### src/rtl/sha256_msg_padder_if.sv
// Handshake bundle between a message source, the SHA-256 padder and its block consumer.
// The master modport is the source/consumer side; the slave modport is the padder.
interface sha256_msg_padder_if;
   logic        in_valid;
   logic        in_ready;
   logic [31:0] in_data;
   logic [2:0]  in_bytes;
   logic        in_last;
   logic        out_valid;
   logic        out_ready;
   logic [31:0] out_data;
   logic [3:0]  out_idx;
   logic        out_block_last;
   logic        out_msg_last;

   modport master (
      output in_valid, in_data, in_bytes, in_last, out_ready,
      input  in_ready, out_valid, out_data, out_idx, out_block_last, out_msg_last
   );

   modport slave (
      input  in_valid, in_data, in_bytes, in_last, out_ready,
      output in_ready, out_valid, out_data, out_idx, out_block_last, out_msg_last
   );
endinterface

### src/rtl/sha256_msg_padder.sv
// Streams a byte-aligned big-endian message out as FIPS 180-4 padded 512-bit blocks,
// one 32-bit word per beat, tagged with its word index for sha256_lw.
module sha256_msg_padder #(
   parameter int LEN_W = 64
) (
   input  logic                 clk,
   input  logic                 reset_n,
   input  logic                 clear,
   sha256_msg_padder_if.slave   bus
);

   typedef enum logic [2:0] {
      ST_DATA   = 3'd0,
      ST_PAD80  = 3'd1,
      ST_ZERO   = 3'd2,
      ST_LEN_HI = 3'd3,
      ST_LEN_LO = 3'd4
   } state_t;

   state_t            state_r;
   logic [3:0]        idx_r;
   logic [LEN_W-1:0]  len_r;
   logic              pend80_r;
   logic              out_valid_r;
   logic [31:0]       out_data_r;
   logic [3:0]        out_idx_r;
   logic              out_block_last_r;
   logic              out_msg_last_r;

   logic              fire_s;
   logic              in_ready_s;
   logic              accept_s;
   logic [2:0]        bytes_s;
   logic [3:0]        idx_next_s;
   logic [63:0]       len_ext_s;
   state_t            tail_state_s;

   // Final partial word: keep bytes 0..n-1, place 0x80 at byte n, zero the rest.
   function automatic logic [31:0] pad_last_word(input logic [31:0] data, input logic [2:0] n);
      case (n)
         3'd0:    return 32'h8000_0000;
         3'd1:    return {data[31:24], 24'h80_0000};
         3'd2:    return {data[31:16], 16'h8000};
         3'd3:    return {data[31:8], 8'h80};
         default: return data;
      endcase
   endfunction

   // Handshake qualifiers, effective byte count and post-padding state selection.
   always_comb begin
      fire_s     = !out_valid_r || bus.out_ready;
      in_ready_s = reset_n && (state_r == ST_DATA) && fire_s && !clear;
      accept_s   = bus.in_valid && in_ready_s;
      idx_next_s = idx_r + 4'd1;
      if (bus.in_last && (bus.in_bytes < 3'd4)) begin
         bytes_s = bus.in_bytes;
      end else begin
         bytes_s = 3'd4;
      end
      len_ext_s              = 64'd0;
      len_ext_s[LEN_W-1:0]   = len_r;
      // Length words must occupy idx 14/15, so stop zero fill once the next slot is 14.
      if (idx_next_s == 4'd14) begin
         tail_state_s = ST_LEN_HI;
      end else begin
         tail_state_s = ST_ZERO;
      end
   end

   assign bus.in_ready       = in_ready_s;
   assign bus.out_valid      = out_valid_r;
   assign bus.out_data       = out_data_r;
   assign bus.out_idx        = out_idx_r;
   assign bus.out_block_last = out_block_last_r;
   assign bus.out_msg_last   = out_msg_last_r;

   // Padding FSM and the single output register; a new beat loads whenever the slot is free.
   always_ff @(posedge clk or negedge reset_n) begin
      if (!reset_n) begin
         state_r          <= ST_DATA;
         idx_r            <= 4'd0;
         len_r            <= '0;
         pend80_r         <= 1'b0;
         out_valid_r      <= 1'b0;
         out_data_r       <= 32'd0;
         out_idx_r        <= 4'd0;
         out_block_last_r <= 1'b0;
         out_msg_last_r   <= 1'b0;
      end else if (clear) begin
         state_r          <= ST_DATA;
         idx_r            <= 4'd0;
         len_r            <= '0;
         pend80_r         <= 1'b0;
         out_valid_r      <= 1'b0;
         out_data_r       <= 32'd0;
         out_idx_r        <= 4'd0;
         out_block_last_r <= 1'b0;
         out_msg_last_r   <= 1'b0;
      end else if (fire_s) begin
         out_valid_r      <= 1'b1;
         out_idx_r        <= idx_r;
         out_block_last_r <= (idx_r == 4'd15);
         out_msg_last_r   <= 1'b0;
         case (state_r)
            ST_DATA: begin
               if (accept_s) begin
                  idx_r <= idx_next_s;
                  len_r <= len_r + LEN_W'({bytes_s, 3'b000});
                  if (!bus.in_last) begin
                     out_data_r <= bus.in_data;
                  end else if (bytes_s == 3'd4) begin
                     out_data_r <= bus.in_data;
                     pend80_r   <= 1'b1;
                     state_r    <= ST_PAD80;
                  end else begin
                     out_data_r <= pad_last_word(bus.in_data, bytes_s);
                     state_r    <= tail_state_s;
                  end
               end else begin
                  out_valid_r <= 1'b0;
               end
            end
            ST_PAD80: begin
               out_data_r <= 32'h8000_0000;
               pend80_r   <= 1'b0;
               idx_r      <= idx_next_s;
               state_r    <= tail_state_s;
            end
            ST_ZERO: begin
               out_data_r <= 32'd0;
               idx_r      <= idx_next_s;
               state_r    <= tail_state_s;
            end
            ST_LEN_HI: begin
               out_data_r <= len_ext_s[63:32];
               idx_r      <= idx_next_s;
               state_r    <= ST_LEN_LO;
            end
            ST_LEN_LO: begin
               out_data_r     <= len_ext_s[31:0];
               out_msg_last_r <= 1'b1;
               idx_r          <= 4'd0;
               len_r          <= '0;
               pend80_r       <= 1'b0;
               state_r        <= ST_DATA;
            end
            default: begin
               out_valid_r <= 1'b0;
               state_r     <= ST_DATA;
            end
         endcase
      end
   end

endmodule

### src/flat_wrapper.sv
// flat-port wrapper written by rule: the top's interface ports become plain ports
module sha256_msg_padder_flat 
#(
   parameter int LEN_W = 64
)
  (clk, reset_n, clear, bus_in_valid, bus_in_data, bus_in_bytes, bus_in_last, bus_out_ready, bus_in_ready, bus_out_valid, bus_out_data, bus_out_idx, bus_out_block_last, bus_out_msg_last);
  sha256_msg_padder_if bus_i ();
  input  logic clk;
  input  logic reset_n;
  input  logic clear;
  input wire logic [$bits(bus_i.in_valid)-1:0] bus_in_valid;
  input wire logic [$bits(bus_i.in_data)-1:0] bus_in_data;
  input wire logic [$bits(bus_i.in_bytes)-1:0] bus_in_bytes;
  input wire logic [$bits(bus_i.in_last)-1:0] bus_in_last;
  input wire logic [$bits(bus_i.out_ready)-1:0] bus_out_ready;
  output wire logic [$bits(bus_i.in_ready)-1:0] bus_in_ready;
  output wire logic [$bits(bus_i.out_valid)-1:0] bus_out_valid;
  output wire logic [$bits(bus_i.out_data)-1:0] bus_out_data;
  output wire logic [$bits(bus_i.out_idx)-1:0] bus_out_idx;
  output wire logic [$bits(bus_i.out_block_last)-1:0] bus_out_block_last;
  output wire logic [$bits(bus_i.out_msg_last)-1:0] bus_out_msg_last;
  assign bus_i.in_valid = bus_in_valid;
  assign bus_i.in_data = bus_in_data;
  assign bus_i.in_bytes = bus_in_bytes;
  assign bus_i.in_last = bus_in_last;
  assign bus_i.out_ready = bus_out_ready;
  assign bus_in_ready = bus_i.in_ready;
  assign bus_out_valid = bus_i.out_valid;
  assign bus_out_data = bus_i.out_data;
  assign bus_out_idx = bus_i.out_idx;
  assign bus_out_block_last = bus_i.out_block_last;
  assign bus_out_msg_last = bus_i.out_msg_last;
  sha256_msg_padder #(.LEN_W(LEN_W)) u_core (.clk(clk), .reset_n(reset_n), .clear(clear), .bus(bus_i));
endmodule
### config.mk
export PLATFORM = sky130hd
export DESIGN_NAME = sha256_msg_padder_flat
export DESIGN_NICKNAME = d
export VERILOG_FILES = /design/src/rtl/sha256_msg_padder_if.sv /design/src/rtl/sha256_msg_padder.sv /design/src/flat_wrapper.sv
export SDC_FILE = /design/constraint.sdc
export NUM_CORES = 1
export LEC_CHECK = 0
export BUFFER_PORTS_ARGS = -buffer_cell sky130_fd_sc_hd__buf_2
export CAP_MARGIN = 20
export CORE_MARGIN = 3
export CORE_UTILIZATION = 25
export DETAILED_ROUTE_END_ITERATION = 8
export GPL_TIMING_DRIVEN = 0
export MAX_ROUTING_LAYER = met4
export PLACE_DENSITY_LB_ADDON = 0.25
export REMOVE_ABC_BUFFERS = 1
export SLEW_MARGIN = 20
export SYNTH_ARGS = -nofsm -noshare
export SYNTH_HDL_FRONTEND = slang
export SYNTH_SLANG_ARGS = --single-unit
### constraint.sdc
create_clock -name clk -period 2.3 [get_ports clk]
set_input_delay 0.69 -clock clk [delete_from_list [all_inputs] [get_ports clk]]
set_output_delay 0.69 -clock clk [all_outputs]
set_load 0.03 [all_outputs]
==> results of run 1 <==
==> flip-flops by register name, indices dropped and copies added, names as in the netlist <==
name	count
u_core.len_ext_s	61
u_core.bus.out_data	32
u_core.bus.out_idx	4
u_core.idx_r	4
u_core.state_r	3
u_core.bus.out_block_last	1
u_core.bus.out_msg_last	1
u_core.bus.out_valid	1
==> through the flow <==
step                      cell area (µm²)  instances  worst slack [ns]  utilization  total power [mW]
final                                8950       1217           -0.0682        0.349              4.83
after floorplan                      6370        715             -2.01            -              2.55
after CTS                            8530       1193           -0.0353        0.333              4.80
after global placement               7190       1125             -5.25        0.281              2.88
after detailed placement             7380       1131             -1.73        0.288              2.93
after global routing                 8950       1217            -0.179        0.349              5.03
==> area by class of cell <==
class                   instances  area (µm²)  area share
multi-input cells             596        4260       0.476
flip-flops and latches        107        2690       0.301
repair buffers                145        1190       0.133
well taps                     330         413      0.0461
clock buffers                  10         239      0.0267
inverters                      23        86.3     0.00964
clock inverters                 6        73.8     0.00825
==> cell usage after synthesis, types with 18 or more instances <==
cell type,number
a21oi_1,71
clkbuf_1,37
dfrtp_1,107
inv_1,21
nand2_1,103
nand3_1,44
nand4_1,19
nor2_1,39
o211ai_1,18
o21ai_0,34
o31ai_1,45
or4_1,31
==> power by group <==
group | internal [mW] | total (mW) | switching [mW]
registers | 1.97 | 2.08 | 0.109
clock network | 0.888 | 1.69 | 0.801
logic | 0.401 | 1.07 | 0.665
==> per-layer routing <==
metal,wire length [µm],global-route usage
met3,1610,0.0318
met5,0,-
met2,12700,0.292
met4,918,0.0736
met1,11600,0.245
==> worst min-delay path by stage <==
| stage | start | end | slack (ns) | depth (start not counted) |
|---|---|---|---|---|
| final | reset_n | u_core.bus.out_idx[2]$_DFFE_PN0P_ | 0.14 | 1 |
| after global routing | reset_n | u_core.len_ext_s[9]$_DFFE_PN0P_ | 0.15 | 1 |
| after CTS | reset_n | u_core.len_ext_s[52]$_DFFE_PN0P_ | 0.14 | 1 |
| after detailed placement | u_core.bus.out_data[14]$_DFFE_PN0P_ | u_core.bus.out_data[14]$_DFFE_PN0P_ | 0.46 | 2 |
| after global placement | u_core.bus.out_data[16]$_DFFE_PN0P_ | u_core.bus.out_data[16]$_DFFE_PN0P_ | 0.46 | 2 |
| after floorplan | reset_n | u_core.bus.out_block_last$_DFFE_PN0P_ | 0.39 | 0 |
==> what timing repair did <==
action	CTS	global route
hold buffers	0	0
setup buffers	36	20
setup endpoints to repair	98	83
pin swaps	33	22
gates resized for setup	77	46
gates cloned	10	4
==> cells by family after synthesis <==
logic type | share of synthesized area
AO/OA/AOI/OAI | 0.254
XOR/XNOR | 0.00397
adder cells (fa/ha/maj) | 0.0113
buffers and inverters | 0.0503
flip-flops | 0.404
multiplexers | 0.0153
AND/OR/NAND/NOR | 0.261
==> reports/metrics.cfg, run 1 <==
[status]
status=complete, but fails checks
violations=setup timing

[detailed_routing]
wirelength_mm=26.8
drt_iter0_drc=632
routedWlPerCell_um=22.0
ant_nets=0
vias=6989
vias_per_cell=5.74
drc_errors=0
drtPass1Iterations=7

[setup_path]
arrival_ns=2.67
r2r_slack_ns=-0.02
cp-end-kind=flop
cp-startpoint=bus_in_bytes[2]
reg2reg_from=u_core.len_ext_s[38]$_DFFE_PN0P_
crit_fanout=7
cpMaxStageDelayCell=or4_1
required_ns=2.61
cpPeakStageDelay_ns=0.46
r2r_cells=5
startpoint_type=input port
critPathCapture=u_core.len_ext_s[35]$_DFFE_PN0P_
cp_top_family=simple AND/OR/NAND/NOR gates
crit_chain=buf_8 > nand2b_4 > nor2_4 > ha_4 > ha_4 > nor2_4 > a21oi_4 > buf_6 > nand4_1 > buf_6 > or4_1 > nand3_1
crit_type=input port to flop
cp_num_buf_inv=3
crit-reg2reg-capture=u_core.len_ext_s[61]$_DFFE_PN0P_
critical_path_depth=12

[grt]
grt_start_max_net_pins=40
grt_pass1_vias=6756
grt_pass1_wl_mm=40.5
grt.overflow.total=0
track_usage=0.188
grt_antenna_before_repair=0

[timing]
worst_slew_pin_slew_ns=0.834
clock_skew_ns=0.0104
slew_viol_final=0
fin_crit_sh=1.03
hold_viol=0
slew_headroom=0.443
tns_ns=-0.394
rsz0062_at_grt=true
whs_ns=0.144
fin_crit_ns=2.37
setup_viol=13
fin_ws_ns=-0.0682
clock.fmax_mhz=422

[layout]
final_common_cell=dfrtp_1
syn2layout_area_growth_pct=35.2
antenna_cells=0
fill_cells=2624
layout-drive-gt1-share=0.298
mostFrequentLayoutCells=dfrtp_1, nand2_1, buf_2
nets=929

[cts]
htree_levels=3
cts_tree=yes
clkTransAtPathRegs_ns=0.08
clock-sinks=107
cts_made_buffers=9
insertion_delay_ns=0.37
cts_max_path_buffers=2
cts_root_buffer=clkbuf_16

[place]
gp_congestion=0.785
io_buffers=80
dp_hpwl_mm=15.7

[die]
dieArea_um2=28500
start_util=0.258
die_w_um=169
ios=81
rows=58
fp.dieH_um=169
core_um2=25600

[synthesis]
yosys_warnings=0
syn_area_um2=6620
netlist.area_leader.share=0.404
syn_inst=773
synth_seq_area_share=0.404
synth.distinct_cells=67
async_reset_ff_frac=1.00
synth_top_flop_cell=dfrtp_1
ys_ff_latch=107
yosys.area.top_type=dfrtp_1
yosys-top-cells-area=dfrtp_1, nand2_1, a21oi_1
syn_avg_cell_area_um2=8.56
synth_edf_count=0

[power_and_ir_drop]
powerDensity_nw_per_um2=540
power.leakage_nw=3.57
vdd_drop_max_mv=0.355

[min_path]
hold_class=input port to asynchronous set/reset pin

[flow_run]
maxCapViolCount=0

(Power assumes the default switching activity.)
==> run 2, diff against run 1 <==
Clock period 2.3 ns to 2.34 ns, I/O delays scaled along.
==> run 2 against run 1 <==
Die area unchanged. Register-to-register slack about the same. Sequential share of layout area decreased by 0.21 points. The flow still finishes with violations (setup timing). Final area increased by 1.2%. Global-route usage increased by 0.26 points. Sequential cell count unchanged. Hold slack improved by 0.010 ns. Critical path depth unchanged. Non-clock buffer count increased by 4. Sequential power about the same. Power decreased by 1.5%.
==> reports/metrics.cfg, run 2 (synthesized netlist as in run 1, its figures left out) <==
[timing]
fin_crit_sh=1.03
slew_viol_final=0
clock_skew_ns=0.00927
rsz0062_at_grt=true
tns_ns=-0.206
whs_ns=0.154
fin_ws_ns=-0.0801
slew_headroom=0.417
clock.fmax_mhz=413
setup_viol=7
hold_viol=0
fin_crit_ns=2.42
worst_slew_pin_slew_ns=0.872

[detailed_routing]
drtPass1Iterations=5
routedWlPerCell_um=21.9
drc_errors=0
ant_nets=0
vias_per_cell=5.79
wirelength_mm=26.7
drt_iter0_drc=647
vias=7067

[setup_path]
crit_fanout=7
r2r_slack_ns=-0.02
crit_type=input port to flop
arrival_ns=2.72
required_ns=2.64
cp-end-kind=flop
startpoint_type=input port
crit-reg2reg-capture=u_core.len_ext_s[35]$_DFFE_PN0P_
reg2reg_from=u_core.len_ext_s[4]$_DFFE_PN0P_
r2r_cells=7

[status]
status=complete, but fails checks
violations=setup timing

[place]
gp_congestion=0.785
post-place-ws_ns=-1.70
dp.cells=1131
io_buffers=80
placed_area_um2=7380
dp_hpwl_mm=15.7

[cts]
cts_max_path_buffers=2
htree_levels=3
cts_tree=yes
clock-sinks=107
hold_buffers=0
clkTransAtPathRegs_ns=0.08
insertion_delay_ns=0.37
cts_made_buffers=9
cts_root_buffer=clkbuf_16

[grt]
grt_start_max_net_pins=40
top_usage_layer=met2
grt.overflow.total=0
track_usage=0.191
grtUsageMet1=0.247
grt_antenna_before_repair=0
use_met2=0.290
grt_pass1_vias=6786
grt_pass1_wl_mm=41.0
grt.met3_usage=0.0353

[die]
fp.dieH_um=169
die_w_um=169
rows=58
dieArea_um2=28500
ios=81
start_util=0.258
core_um2=25600

[layout]
mostFrequentLayoutCells=nand2_1, dfrtp_1, buf_2
final_cells=1220
multi_input_area_um2=4310
nets=932
seq_area_um2=2700
antenna_cells=0
final_common_cell=nand2_1
syn2layout_area_growth_pct=36.8
final_area_um2=9060
final_core_util=0.354
largest_register_ffs=61
layout-drive-gt1-share=0.319
fill_cells=2603

[power_and_ir_drop]
pwr-share-seq=0.430
power.leakage_nw=3.64
p_clk_frac=0.351
power_switching_mw=1.56
sw_frac_of_total=0.327
combPwrFrac=0.219
powerDensity_nw_per_um2=526
power_mw=4.76
vdd_drop_max_mv=0.347
internal_power_mw=3.21

[flow_run]
maxCapViolCount=0

[min_path]
hold_class=input port to asynchronous set/reset pin

==> run 2: changes by cell type in the layout (fill, tap and decap cells not counted), sizes merged <==
cell,delta
nand3,-1
buf,+5
clkbuf,-1
==> run 2: area by class of cell <==
| type | count | share of cell area |
|---|---|---|
| timing repair buffer | 149 | 0.136 |
| clock inverter | 6 | 0.00815 |
| sequential | 107 | 0.299 |
| inverter | 23 | 0.00967 |
| clock buffer | 10 | 0.0264 |
| tap | 330 | 0.0456 |
| multi-input combinational | 595 | 0.476 |
==> run 2: power by group through the flow <==
stage	Sequential, mW	Clock [mW]	Combinational [mW]
2_1_floorplan	2.18	0	0.326
3_3_place_gp	2.07	0	0.754
3_5_place_dp	2.07	0	0.804
4_1_cts	2.04	1.69	0.984
5_1_grt	2.06	1.76	1.12
6_report	2.05	1.67	1.04
==> run 2: how the worst max path moves through the flow <==
stage,start,to,cells after the start
after floorplan,u_core.state_r[2]$_DFFE_PN0P_,u_core.bus.out_data[6]$_DFFE_PN0P_,5
after global placement,reset_n,u_core.bus.out_data[6]$_DFFE_PN0P_,6
after detailed placement,bus_in_bytes[2],u_core.len_ext_s[51]$_DFFE_PN0P_,10
after CTS,bus_in_bytes[2],u_core.len_ext_s[47]$_DFFE_PN0P_,11
after global routing,bus_in_bytes[2],u_core.len_ext_s[35]$_DFFE_PN0P_,12
final,bus_in_bytes[2],u_core.len_ext_s[35]$_DFFE_PN0P_,12
==> run 2: metal layers <==
metal	share of wire	wire length, µm
met1	0.43	11600
met2	0.47	12500
met3	0.066	1750
met4	0.032	865
met5	0	0
==> run 2: repair_timing <==
item | in CTS | in global routing
setup buffers | 41 | 19
endpoints found under the setup margin | 98 | 80
resized for setup | 80 | 66
cloned | 11 | 2
pin swaps | 30 | 28
==> run 2: critical path, stage by stage <==
cell and delay (ns):
buf_8 0.11, nand2b_4 0.17, nor2_4 0.13, ha_4 0.16
ha_4 0.15, nor2_4 0.04, a21oi_4 0.22, buf_6 0.16
nand4_1 0.11, buf_6 0.19, or4_4 0.50, nand3_2 0.06
